## src/rtl/vga_pkg.sv

```systemverilog
// rtl/vga_pkg.sv - shared 640x480 timing constants and rgb332 colour helpers
package vga_pkg;

  localparam int HBP  = 144;
  localparam int VBP  = 31;
  localparam int HACT = 640;
  localparam int VACT = 480;

  typedef logic [7:0] rgb332_t;

  function automatic logic [2:0] rgb_red(input rgb332_t c);
    return c[7:5];
  endfunction

  function automatic logic [2:0] rgb_green(input rgb332_t c);
    return c[4:2];
  endfunction

  function automatic logic [1:0] rgb_blue(input rgb332_t c);
    return c[1:0];
  endfunction

endpackage

```

## src/rtl/vga_axis_mover.sv

```systemverilog
// rtl/vga_axis_mover.sv - one axis of box motion: position, direction, edge clamp and flip
module vga_axis_mover #(
  parameter int LIMIT = 640,
  parameter int BOX   = 32,
  parameter int STEP  = 4,
  parameter int P0    = 0
) (
  input  logic       clk,
  input  logic       clr,
  input  logic       move,
  output logic [9:0] pos,
  output logic       hit
);

  // Far edge the box's leading side may reach; all arithmetic is 11 bits so
  // pos+STEP can never wrap back into range.
  localparam logic [10:0] HI     = 11'(LIMIT - BOX);
  localparam logic [10:0] STEP11 = 11'(STEP);

  logic       dir;        // 1 = increasing, 0 = decreasing
  logic [10:0] pos_w;
  logic [9:0]  next_pos;
  logic        next_dir;

  // Next position/direction if a move happens now; hit reports an edge landing
  always_comb begin
    pos_w    = {1'b0, pos};
    next_pos = pos;
    next_dir = dir;
    hit      = 1'b0;
    if (dir) begin
      if (pos_w + STEP11 >= HI) begin
        next_pos = HI[9:0];
        next_dir = 1'b0;
        hit      = 1'b1;
      end else begin
        next_pos = 10'(pos_w + STEP11);
      end
    end else begin
      if (pos_w <= STEP11) begin
        next_pos = 10'd0;
        next_dir = 1'b1;
        hit      = 1'b1;
      end else begin
        next_pos = 10'(pos_w - STEP11);
      end
    end
  end

  // Position and direction only change on a move event
  always_ff @(posedge clk or negedge clr) begin
    if (!clr) begin
      pos <= 10'(P0);
      dir <= 1'b1;
    end else if (move) begin
      pos <= next_pos;
      dir <= next_dir;
    end
  end

endmodule

```

## src/rtl/vga_bounce_box.sv

```systemverilog
// rtl/vga_bounce_box.sv - bouncing square pixel generator behind the 640x480 timing generator
module vga_bounce_box
  import vga_pkg::*;
#(
  parameter int          HBP        = vga_pkg::HBP,
  parameter int          VBP        = vga_pkg::VBP,
  parameter int          HACT       = vga_pkg::HACT,
  parameter int          VACT       = vga_pkg::VACT,
  parameter int          BOX        = 32,
  parameter int          STEP       = 4,
  parameter int          SPEED_DIV  = 1,
  parameter int          X0         = 304,
  parameter int          Y0         = 224,
  parameter logic [7:0]  BG_COLOR   = 8'h02,
  parameter logic [7:0]  COLOR0     = 8'hE0,
  parameter logic [7:0]  COLOR_STEP = 8'h25
) (
  input  logic       clk,
  input  logic       clr,
  input  logic       run,
  input  logic       vidon,
  input  logic       hsync,
  input  logic       vsync,
  input  logic [9:0] hc,
  input  logic [9:0] vc,
  output logic [2:0] red,
  output logic [2:0] green,
  output logic [1:0] blue,
  output logic       hsync_o,
  output logic       vsync_o,
  output logic       bounce
);

  localparam logic [7:0]  FC_LAST = 8'(SPEED_DIV - 1);
  localparam logic [10:0] BOX11   = 11'(BOX);

  logic        vsync_d;
  logic        tick;
  logic        move;
  logic [7:0]  fc;
  rgb332_t     color;
  logic [9:0]  x, y;
  logic        hit_x, hit_y;
  logic [9:0]  px, py;
  logic        inbox;
  rgb332_t     pix;

  // A frame tick is the falling edge of vsync, i.e. inside vertical blanking
  assign tick = vsync_d & ~vsync;
  assign move = tick & run & (fc == FC_LAST);

  vga_axis_mover #(
    .LIMIT (HACT),
    .BOX   (BOX),
    .STEP  (STEP),
    .P0    (X0)
  ) u_x (
    .clk  (clk),
    .clr  (clr),
    .move (move),
    .pos  (x),
    .hit  (hit_x)
  );

  vga_axis_mover #(
    .LIMIT (VACT),
    .BOX   (BOX),
    .STEP  (STEP),
    .P0    (Y0)
  ) u_y (
    .clk  (clk),
    .clr  (clr),
    .move (move),
    .pos  (y),
    .hit  (hit_y)
  );

  // vsync history for edge detection and the frames-per-move divider
  always_ff @(posedge clk or negedge clr) begin
    if (!clr) begin
      vsync_d <= 1'b1;
      fc      <= 8'd0;
    end else begin
      vsync_d <= vsync;
      if (tick && run) begin
        fc <= (fc == FC_LAST) ? 8'd0 : fc + 8'd1;
      end
    end
  end

  // Colour steps once per bouncing move, even when both axes hit together
  always_ff @(posedge clk or negedge clr) begin
    if (!clr) begin
      color  <= COLOR0;
      bounce <= 1'b0;
    end else begin
      bounce <= move & (hit_x | hit_y);
      if (move && (hit_x || hit_y)) begin
        color <= color + COLOR_STEP;
      end
    end
  end

  // Box membership of the current pixel in active-area coordinates
  always_comb begin
    px    = hc - 10'(HBP);
    py    = vc - 10'(VBP);
    inbox = ({1'b0, px} >= {1'b0, x}) && ({1'b0, px} < {1'b0, x} + BOX11) &&
            ({1'b0, py} >= {1'b0, y}) && ({1'b0, py} < {1'b0, y} + BOX11);
    if (!vidon) begin
      pix = 8'h00;
    end else if (inbox) begin
      pix = color;
    end else begin
      pix = BG_COLOR;
    end
  end

  // Registered colour and syncs share one clock of latency
  always_ff @(posedge clk or negedge clr) begin
    if (!clr) begin
      red     <= 3'd0;
      green   <= 3'd0;
      blue    <= 2'd0;
      hsync_o <= 1'b1;
      vsync_o <= 1'b1;
    end else begin
      red     <= rgb_red(pix);
      green   <= rgb_green(pix);
      blue    <= rgb_blue(pix);
      hsync_o <= hsync;
      vsync_o <= vsync;
    end
  end

endmodule

```

## config.mk

```make
export PLATFORM = sky130hd
export DESIGN_NAME = vga_bounce_box
export DESIGN_NICKNAME = d
export VERILOG_FILES = /design/src/rtl/vga_pkg.sv /design/src/rtl/vga_axis_mover.sv /design/src/rtl/vga_bounce_box.sv
export SDC_FILE = /design/constraint.sdc
export NUM_CORES = 1
export LEC_CHECK = 0
export BUFFER_PORTS_ARGS = -buffer_cell sky130_fd_sc_hd__buf_2
export CORE_AREA = 4 4 92 128
export CTS_CLUSTER_SIZE = 40
export DETAILED_ROUTE_END_ITERATION = 6
export DIE_AREA = 0 0 96 132
export GPL_TIMING_DRIVEN = 0
export SLEW_MARGIN = 20
export SYNTH_ARGS = -nofsm -noshare
export SYNTH_HDL_FRONTEND = slang
export SYNTH_SLANG_ARGS = --single-unit
```

## constraint.sdc

```tcl
create_clock -name clk -period 2.4 [get_ports clk]
set_clock_uncertainty 0.2 [all_clocks]
set_input_delay 0.48 -clock clk [delete_from_list [all_inputs] [get_ports clk]]
set_output_delay 0.48 -clock clk [all_outputs]
set_load 0.005 [all_outputs]
```

* Word level (Yosys, flattened, before mapping)
Cells that the tools add are included.
** Operators by class
- Mux-type cells :: 19
- $lt $le $gt $ge :: 8
- $add $sub $neg :: 10
- Bitwise operators :: 6
- Reductions and logical operators :: 7
** Operator list (count)
- $mux W10 :: 6
- $mux W8 :: 3
- $add A10 B3 Y11 const B :: 2
- $add A10 B6 Y11 const B :: 2
- $lt A10 B11 Y1 :: 2
- $ge A10 B10 Y1 :: 2
- $le A10 B3 Y1 const B :: 2
- $sub A10 B3 Y10 const B :: 2
- $ge A11 B10 Y1 const B :: 1
- $ge A11 B9 Y1 const B :: 1
- $mux W1 :: 10
- $sub A10 B5 Y10 const B :: 1
- $sub A10 B8 Y10 const B :: 1
- $add A8 B1 Y8 const B :: 1
- $add A8 B6 Y8 const B :: 1
- $logic_not A8 Y1 :: 1
- $logic_and A1 B1 Y1 :: 5
- $and A1 B1 Y1 :: 4
- $logic_or A1 B1 Y1 :: 1
- $not A1 Y1 :: 1
- $or A1 B1 Y1 :: 1
** Word-level totals
- Input bits :: 26
- Register bits after elaboration :: 49

* Longest topological paths before layout
- Depth in word-level cells :: 7
- Depth in mapped cells :: 10
- Mapped depth without buffers :: 10

* Modules after synthesis
From an unflattened synthesis, not the netlist that was laid out.
** Unflattened totals
- Cell total of the unflattened synthesis :: 450
- Area total of the unflattened synthesis :: 3992.6 um^2
** By module, submodules not included
- vga_bounce_box :: instances 1, area each 2217.1 um^2, cells each 244
- vga_axis_mover at u_x :: instances 1, area each 953.4 um^2, cells each 105
- vga_axis_mover at u_y :: instances 1, area each 822.0 um^2, cells each 101

* Least setup slack after synthesis
No wires, ideal clock.
- Path kind :: input -> register
- From :: in vc[0]
- To :: reg blue[1]
- Data arrival time :: 2.309 ns
- Slack :: -0.239 ns
- Buffers on the path :: 0
- Stages :: 9
- Cells stage by stage :: ha_1 > a41oi_1 > nand2_1 > xnor2_1 > ha_1 > a21o_1 > a21oi_1 > o22ai_1 > o41a_1
** Between the ends
- Longest elaborated chain between the ends :: 6
** RTL lines
- start: declaration :: RTL line vga_bounce_box.sv:25 : input logic [9:0] vc,
- $sub A10 B5 Y10 (*) :: RTL line vga_bounce_box.sv:107 : py = vc - 10'(VBP);
- $ge A10 B10 Y1 :: RTL line vga_bounce_box.sv:109 : ({1'b0, py} >= {1'b0, y}) && ({1'b0, py} < {1'b0, y} + BOX11);
- $logic_and A1 B1 Y1 :: RTL line vga_bounce_box.sv:108 : inbox = ({1'b0, px} >= {1'b0, x}) && ({1'b0, px} < {1'b0, x} + BOX11) &&
- $logic_and A1 B1 Y1 (*) :: RTL line vga_bounce_box.sv:109
- $mux W8 (*) :: RTL line vga_bounce_box.sv:112 : end else if (inbox) begin
- $mux W8 (*) :: RTL line vga_bounce_box.sv:110 : if (!vidon) begin
- net pix[1] :: RTL line vga_bounce_box.sv:46 : rgb332_t pix;
- end signal: assignment :: RTL line vga_bounce_box.sv:130 : blue <= rgb_blue(pix);
- end: declaration :: RTL line vga_bounce_box.sv:28 : output logic [1:0] blue,
Mark *: on every way through the listed nets, which the timed path passes. The rest lies on a longest branch.
A chain may end at the register's enable or synchronous reset.

* Worst setup path in the final report
- From :: in vc[3]
- To :: reg red[2]
** Between the ends
- Longest elaborated chain between the ends :: 6
** RTL lines
- $sub A10 B5 Y10 (*) :: RTL line vga_bounce_box.sv:107
- $ge A10 B10 Y1 :: RTL line vga_bounce_box.sv:109
- $logic_and A1 B1 Y1 :: RTL line vga_bounce_box.sv:108
- $logic_and A1 B1 Y1 (*) :: RTL line vga_bounce_box.sv:109
- $mux W8 (*) :: RTL line vga_bounce_box.sv:112
- $mux W8 (*) :: RTL line vga_bounce_box.sv:110
- net pix[7] :: RTL line vga_bounce_box.sv:46
- end signal: assignment :: RTL line vga_bounce_box.sv:128 : red <= rgb_red(pix);
- end: declaration :: RTL line vga_bounce_box.sv:26 : output logic [2:0] red,
Marked as above.

==> run_summary.xml <==
<?xml version="1.0" encoding="UTF-8"?>
<metrics>
  <group name="detailed_routing">
    <metric name="route.detailed.wl_per_inst" unit="microns">15.43</metric>
    <metric name="drt-total-wl" unit="mm">9.626</metric>
    <metric name="detail_route.wirelength.met1" unit="mm">3.680</metric>
    <metric name="drt_drc_violations_left" unit="">0</metric>
    <metric name="routed-wl-met3" unit="microns">277</metric>
    <metric name="maxUsedRoutingLayer" unit="">met4</metric>
    <metric name="met2WireLength" unit="mm">5.260</metric>
    <metric name="drt_pre_antenna_iters" unit="">4</metric>
    <metric name="drt_iter0_markers" unit="">197</metric>
    <metric name="antenna_left" unit="">0</metric>
    <metric name="vias" unit="">3351</metric>
    <metric name="vias_per_cell" unit="">5.370</metric>
  </group>
  <group name="timing">
    <metric name="final_hold_viol_count" unit="">21</metric>
    <metric name="worst_slew_margin_rel" unit="%">61.75</metric>
    <metric name="hold_slack" unit="ps">-9.039</metric>
    <metric name="setup_viol_count_final" unit="">16</metric>
    <metric name="finalCritPeriodShare" unit="%">108.7</metric>
    <metric name="fin_ws" unit="ps">-209.5</metric>
    <metric name="max_freq" unit="MHz">383.2</metric>
    <metric name="timing_max_transition_violations_final" unit="">0</metric>
    <metric name="grt_setup_unrepaired" unit="">true</metric>
    <metric name="period_minus_slack" unit="ps">2609</metric>
    <metric name="slew_of_the_pin_with_the_lowest_slew_margin" unit="ps">573.7</metric>
  </group>
  <group name="die">
    <metric name="rows" unit="">45</metric>
    <metric name="die_height" unit="microns">132</metric>
    <metric name="io_pins" unit="">37</metric>
    <metric name="initial_core_util" unit="%">33.93</metric>
    <metric name="fp.dieW" unit="microns">96</metric>
    <metric name="die_area" unit="sq um">12670</metric>
    <metric name="fp.coreArea" unit="sq um">10750</metric>
  </group>
  <group name="global_route">
    <metric name="global_route.overflow_total" unit="">0</metric>
    <metric name="via_count_of_the_first_global_routing_pass" unit="">3369</metric>
    <metric name="grt_antenna_before_repair" unit="">0</metric>
    <metric name="grt_pass1_wl" unit="mm">15.60</metric>
    <metric name="global_route.usage.total" unit="%">15.25</metric>
    <metric name="largest_net_degree_at_the_start_of_global_routing" unit="">46</metric>
  </group>
  <group name="yosys">
    <metric name="avgSynthCellArea" unit="sq um">8.813</metric>
    <metric name="combinational_family_with_the_most_area_after_synthesis" unit="">compound AO/OA/AOI/OAI gates</metric>
    <metric name="synth_adder_area_share" unit="%">14.06</metric>
    <metric name="syn_area" unit="sq um">3648</metric>
    <metric name="syn-instance-count" unit="">414</metric>
    <metric name="seq_area_frac_synth" unit="%">31.31</metric>
    <metric name="post_synth_and_or_nand_nor_area_fraction" unit="%">17.32</metric>
    <metric name="synthXorXnorAreaFrac" unit="%">8.402</metric>
    <metric name="post_synth_num_cell_types" unit="">61</metric>
    <metric name="synth_warn" unit="">0</metric>
    <metric name="synth.mux.area_fraction" unit="%">0.9945</metric>
    <metric name="synth_top_flop_cell" unit="">dfrtp_1</metric>
    <metric name="synth_compound_area_share" unit="%">22.67</metric>
    <metric name="syn_nets" unit="">481</metric>
    <metric name="async_reset_ff_share" unit="%">100.0</metric>
    <metric name="synth-seq-cells" unit="">45</metric>
    <metric name="synth_enable_flop_cells" unit="">0</metric>
  </group>
  <group name="worst_setup_path">
    <metric name="worst_path_largest_cell_delay" unit="ps">390</metric>
    <metric name="critPathSlowestCell" unit="">or3_4</metric>
    <metric name="critical_path.max_fanout" unit="">4</metric>
    <metric name="crit_type" unit="">input port to register</metric>
    <metric name="cp_data_required_time" unit="ps">2380</metric>
    <metric name="crit_path_start_kind" unit="">input port</metric>
    <metric name="critical_path_arrival" unit="ps">2590</metric>
    <metric name="kind_of_cell_adding_the_most_delay_to_the_critical_path" unit="">simple AND/OR/NAND/NOR gates</metric>
    <metric name="crit_path_cell_trace" unit="">buf_8 &gt; nand3_4 &gt; nor2_4 &gt; or3_4 &gt; nor3_4 &gt; xor2_1 &gt; ha_1 &gt; nand3_1 &gt; a211o_1 &gt; nand2_4 &gt; buf_4 &gt; nor4_1</metric>
    <metric name="worst-path-buf-inv" unit="">2</metric>
    <metric name="endpoint_kind_of_the_worst_setup_timing_path" unit="">register</metric>
  </group>
  <group name="clock_tree">
    <metric name="clockRootBuffer" unit="">clkbuf_16</metric>
    <metric name="cts_hold_repair.buffers" unit="">0</metric>
    <metric name="worstSkewPairLatency" unit="ps">290</metric>
    <metric name="tritoncts.num_buffers" unit="">5</metric>
    <metric name="cts_tree" unit="">yes</metric>
    <metric name="cts.reportedPaths.clkPinSlew" unit="ps">70</metric>
    <metric name="clock_path_buffers" unit="">2</metric>
    <metric name="htree_levels" unit="">2</metric>
    <metric name="clock_sink_count" unit="">45</metric>
  </group>
  <group name="power">
    <metric name="static-leakage-power" unit="nW">2.007</metric>
    <metric name="vdd_ir_drop_max" unit="V">0.0003265</metric>
    <metric name="pwr_density_cell" unit="nW/um^2">990.2</metric>
    <metric name="totalPowerFinal" unit="W">0.004769</metric>
  </group>
  <group name="cells_and_area">
    <metric name="antenna_cells_inserted" unit="">0</metric>
    <metric name="layout.filler_cells" unit="">1044</metric>
    <metric name="syn2layout_area_growth" unit="%">32.00</metric>
    <metric name="nets" unit="">549</metric>
    <metric name="area_of_the_multi_input_gates" unit="sq um">2646</metric>
    <metric name="layout_cells_sized_above_1" unit="%">32.30</metric>
    <metric name="register_area" unit="sq um">1145</metric>
    <metric name="post-route-cell-area" unit="sq um">4816</metric>
  </group>
  <group name="outcome">
    <metric name="violations" unit="">hold timing, setup timing</metric>
    <metric name="result_of_the_run" unit="">finished with violations</metric>
  </group>
  <group name="place">
    <metric name="detailed_place_hpwl" unit="mm">6.892</metric>
    <metric name="port_buffers" unit="">33</metric>
    <metric name="finalWeightedCongestion" unit="">0.8649</metric>
    <metric name="detailed_place.area" unit="sq um">4045</metric>
  </group>
  <group name="job">
    <metric name="drv.max_cap_violation_count" unit="">0</metric>
  </group>
  <group name="worst_hold_path">
    <metric name="worst_hold_path_type" unit="">input port to async pin</metric>
  </group>
</metrics>
synth_stat cells, types with 3 or more instances:
library cell / count / area share [%]
a21o_1: 4 / 0.82
a211oi_2: 6 / 2.1
ha_1: 41 / 14
a22oi_1: 3 / 0.62
nor2_1: 24 / 2.5
dfrtp_1: 32 / 22
or3_1: 4 / 0.69
a21oi_1: 23 / 3.2
buf_2: 6 / 0.82
xnor2_1: 19 / 4.6
a31oi_1: 4 / 0.69
o21a_1: 7 / 1.4
nand3_1: 21 / 2.9
nor3_1: 14 / 1.9
o22ai_1: 10 / 1.7
a211oi_1: 3 / 0.62
nand2_1: 30 / 3.1
dfstp_2: 13 / 9.4
and3_1: 8 / 1.4
o21ai_0: 31 / 4.3
o21ai_1: 3 / 0.41
nor4_1: 8 / 1.4
clkbuf_1: 7 / 0.72
inv_1: 29 / 3.0
nand4_1: 5 / 0.86
xor2_1: 16 / 3.8
layer usage:
layer / vias to the layer above / global-route usage (%)
met3: 31 / 1.828
met2: 72 / 26.97
met5: - / 0
met4: 0 / 8.149
li1: 1639 / -
met1: 1609 / 17.26
worst paths after layout:
check / depth (start not counted) / end / start / slack (ps)
hold reg to reg: 1 / fc[7]$_DFFE_PN0P_ / fc[7]$_DFFE_PN0P_ / 300
max in group asynchronous: 1 / u_y.pos[2]$_DFFE_PN0P_ / clr / 1590
hold / removal: 1 / color[0]$_DFFE_PN0P_ / clr / -9
setup / recovery: 12 / red[2]$_DFF_PN0_ / vc[3] / -210
setup reg to reg: 11 / red[2]$_DFF_PN0_ / u_x.pos[6]$_DFFE_PN0P_ / -200
min in group clk: 1 / hsync_o$_DFF_PN1_ / hsync / 80
cell type report:
class | count | share of cell area (%)
Tap cell | 141 | 3.663
Clock buffer | 6 | 2.884
Inverter | 29 | 2.338
Timing Repair Buffer | 62 | 9.951
Sequential cell | 45 | 23.77
Clock inverter | 2 | 0.3637
Multi-Input combinational cell | 324 | 54.95
Buffer | 15 | 2.078
what timing repair did:
item,CTS,global route
pin swaps,24,20
setup buffers,22,7
endpoints found under the setup margin,26,33
hold endpoints to repair,0,0
gates resized for setup,41,43
power breakdown:
part           leakage [nW]  internal, W  switching (W)
logic                  1.38      0.00123        0.00152
clock network        0.0775     0.000420       0.000305
registers             0.552      0.00101       0.000280
total                  2.01      0.00266        0.00211
through the flow:
| stage | TNS (ps) | cells | setup WS [ps] | util [%] | hold slack (ps) |
|---|---|---|---|---|---|
| after global placement | -4370 | 588 | -491.5 | 37.61 | 261.9 |
| after CTS | -1104 | 618 | -153.0 | 42.56 | 75.13 |
| after floorplan | -153.7 | 414 | -153.7 | - | -15.59 |
| final | -1448 | 624 | -209.5 | 44.78 | -9.039 |
| after detailed placement | -4728 | 588 | -519.8 | 37.61 | 283.9 |
| after global routing | -3061 | 624 | -300.5 | 44.78 | 41.04 |
logic make-up (layout without fill, tap and decap cells):
| kind of cell | count (synthesis) | after routing |
|---|---|---|
| flops | 45 | 45 |
| xor+xnor | 35 | 35 |
| simple gates | 127 | 127 |
| buf+inv | 45 | 114 |
| fa+ha+maj | 41 | 41 |
| compound gates | 118 | 118 |
| mux | 3 | 3 |
flip-flops by register name (all words and copies together), names as in the netlist:
signal / flops
u_y.pos: 8
fc: 8
u_x.dir: 1
red: 3
hsync_o: 1
bounce: 1
color: 8
green: 3
blue: 2
u_y.dir: 1
vsync_o: 1
u_x.pos: 8
cells in the final DEF (no fill, tap or decap), types with 13 or more instances in the layout:
master,Yosys,layout
buf_2,6,29
buf_6,2,15
o21ai_0,31,27
dfstp_2,13,13
xnor2_1,19,15
xor2_1,16,16
nand2_1,30,28
buf_4,0,21
inv_1,29,27
nor2_1,24,22
a21oi_1,23,19
ha_1,41,36
nand3_1,21,17
dfrtp_1,32,30
No activity file was read; power rests on OpenSTA's default activity.
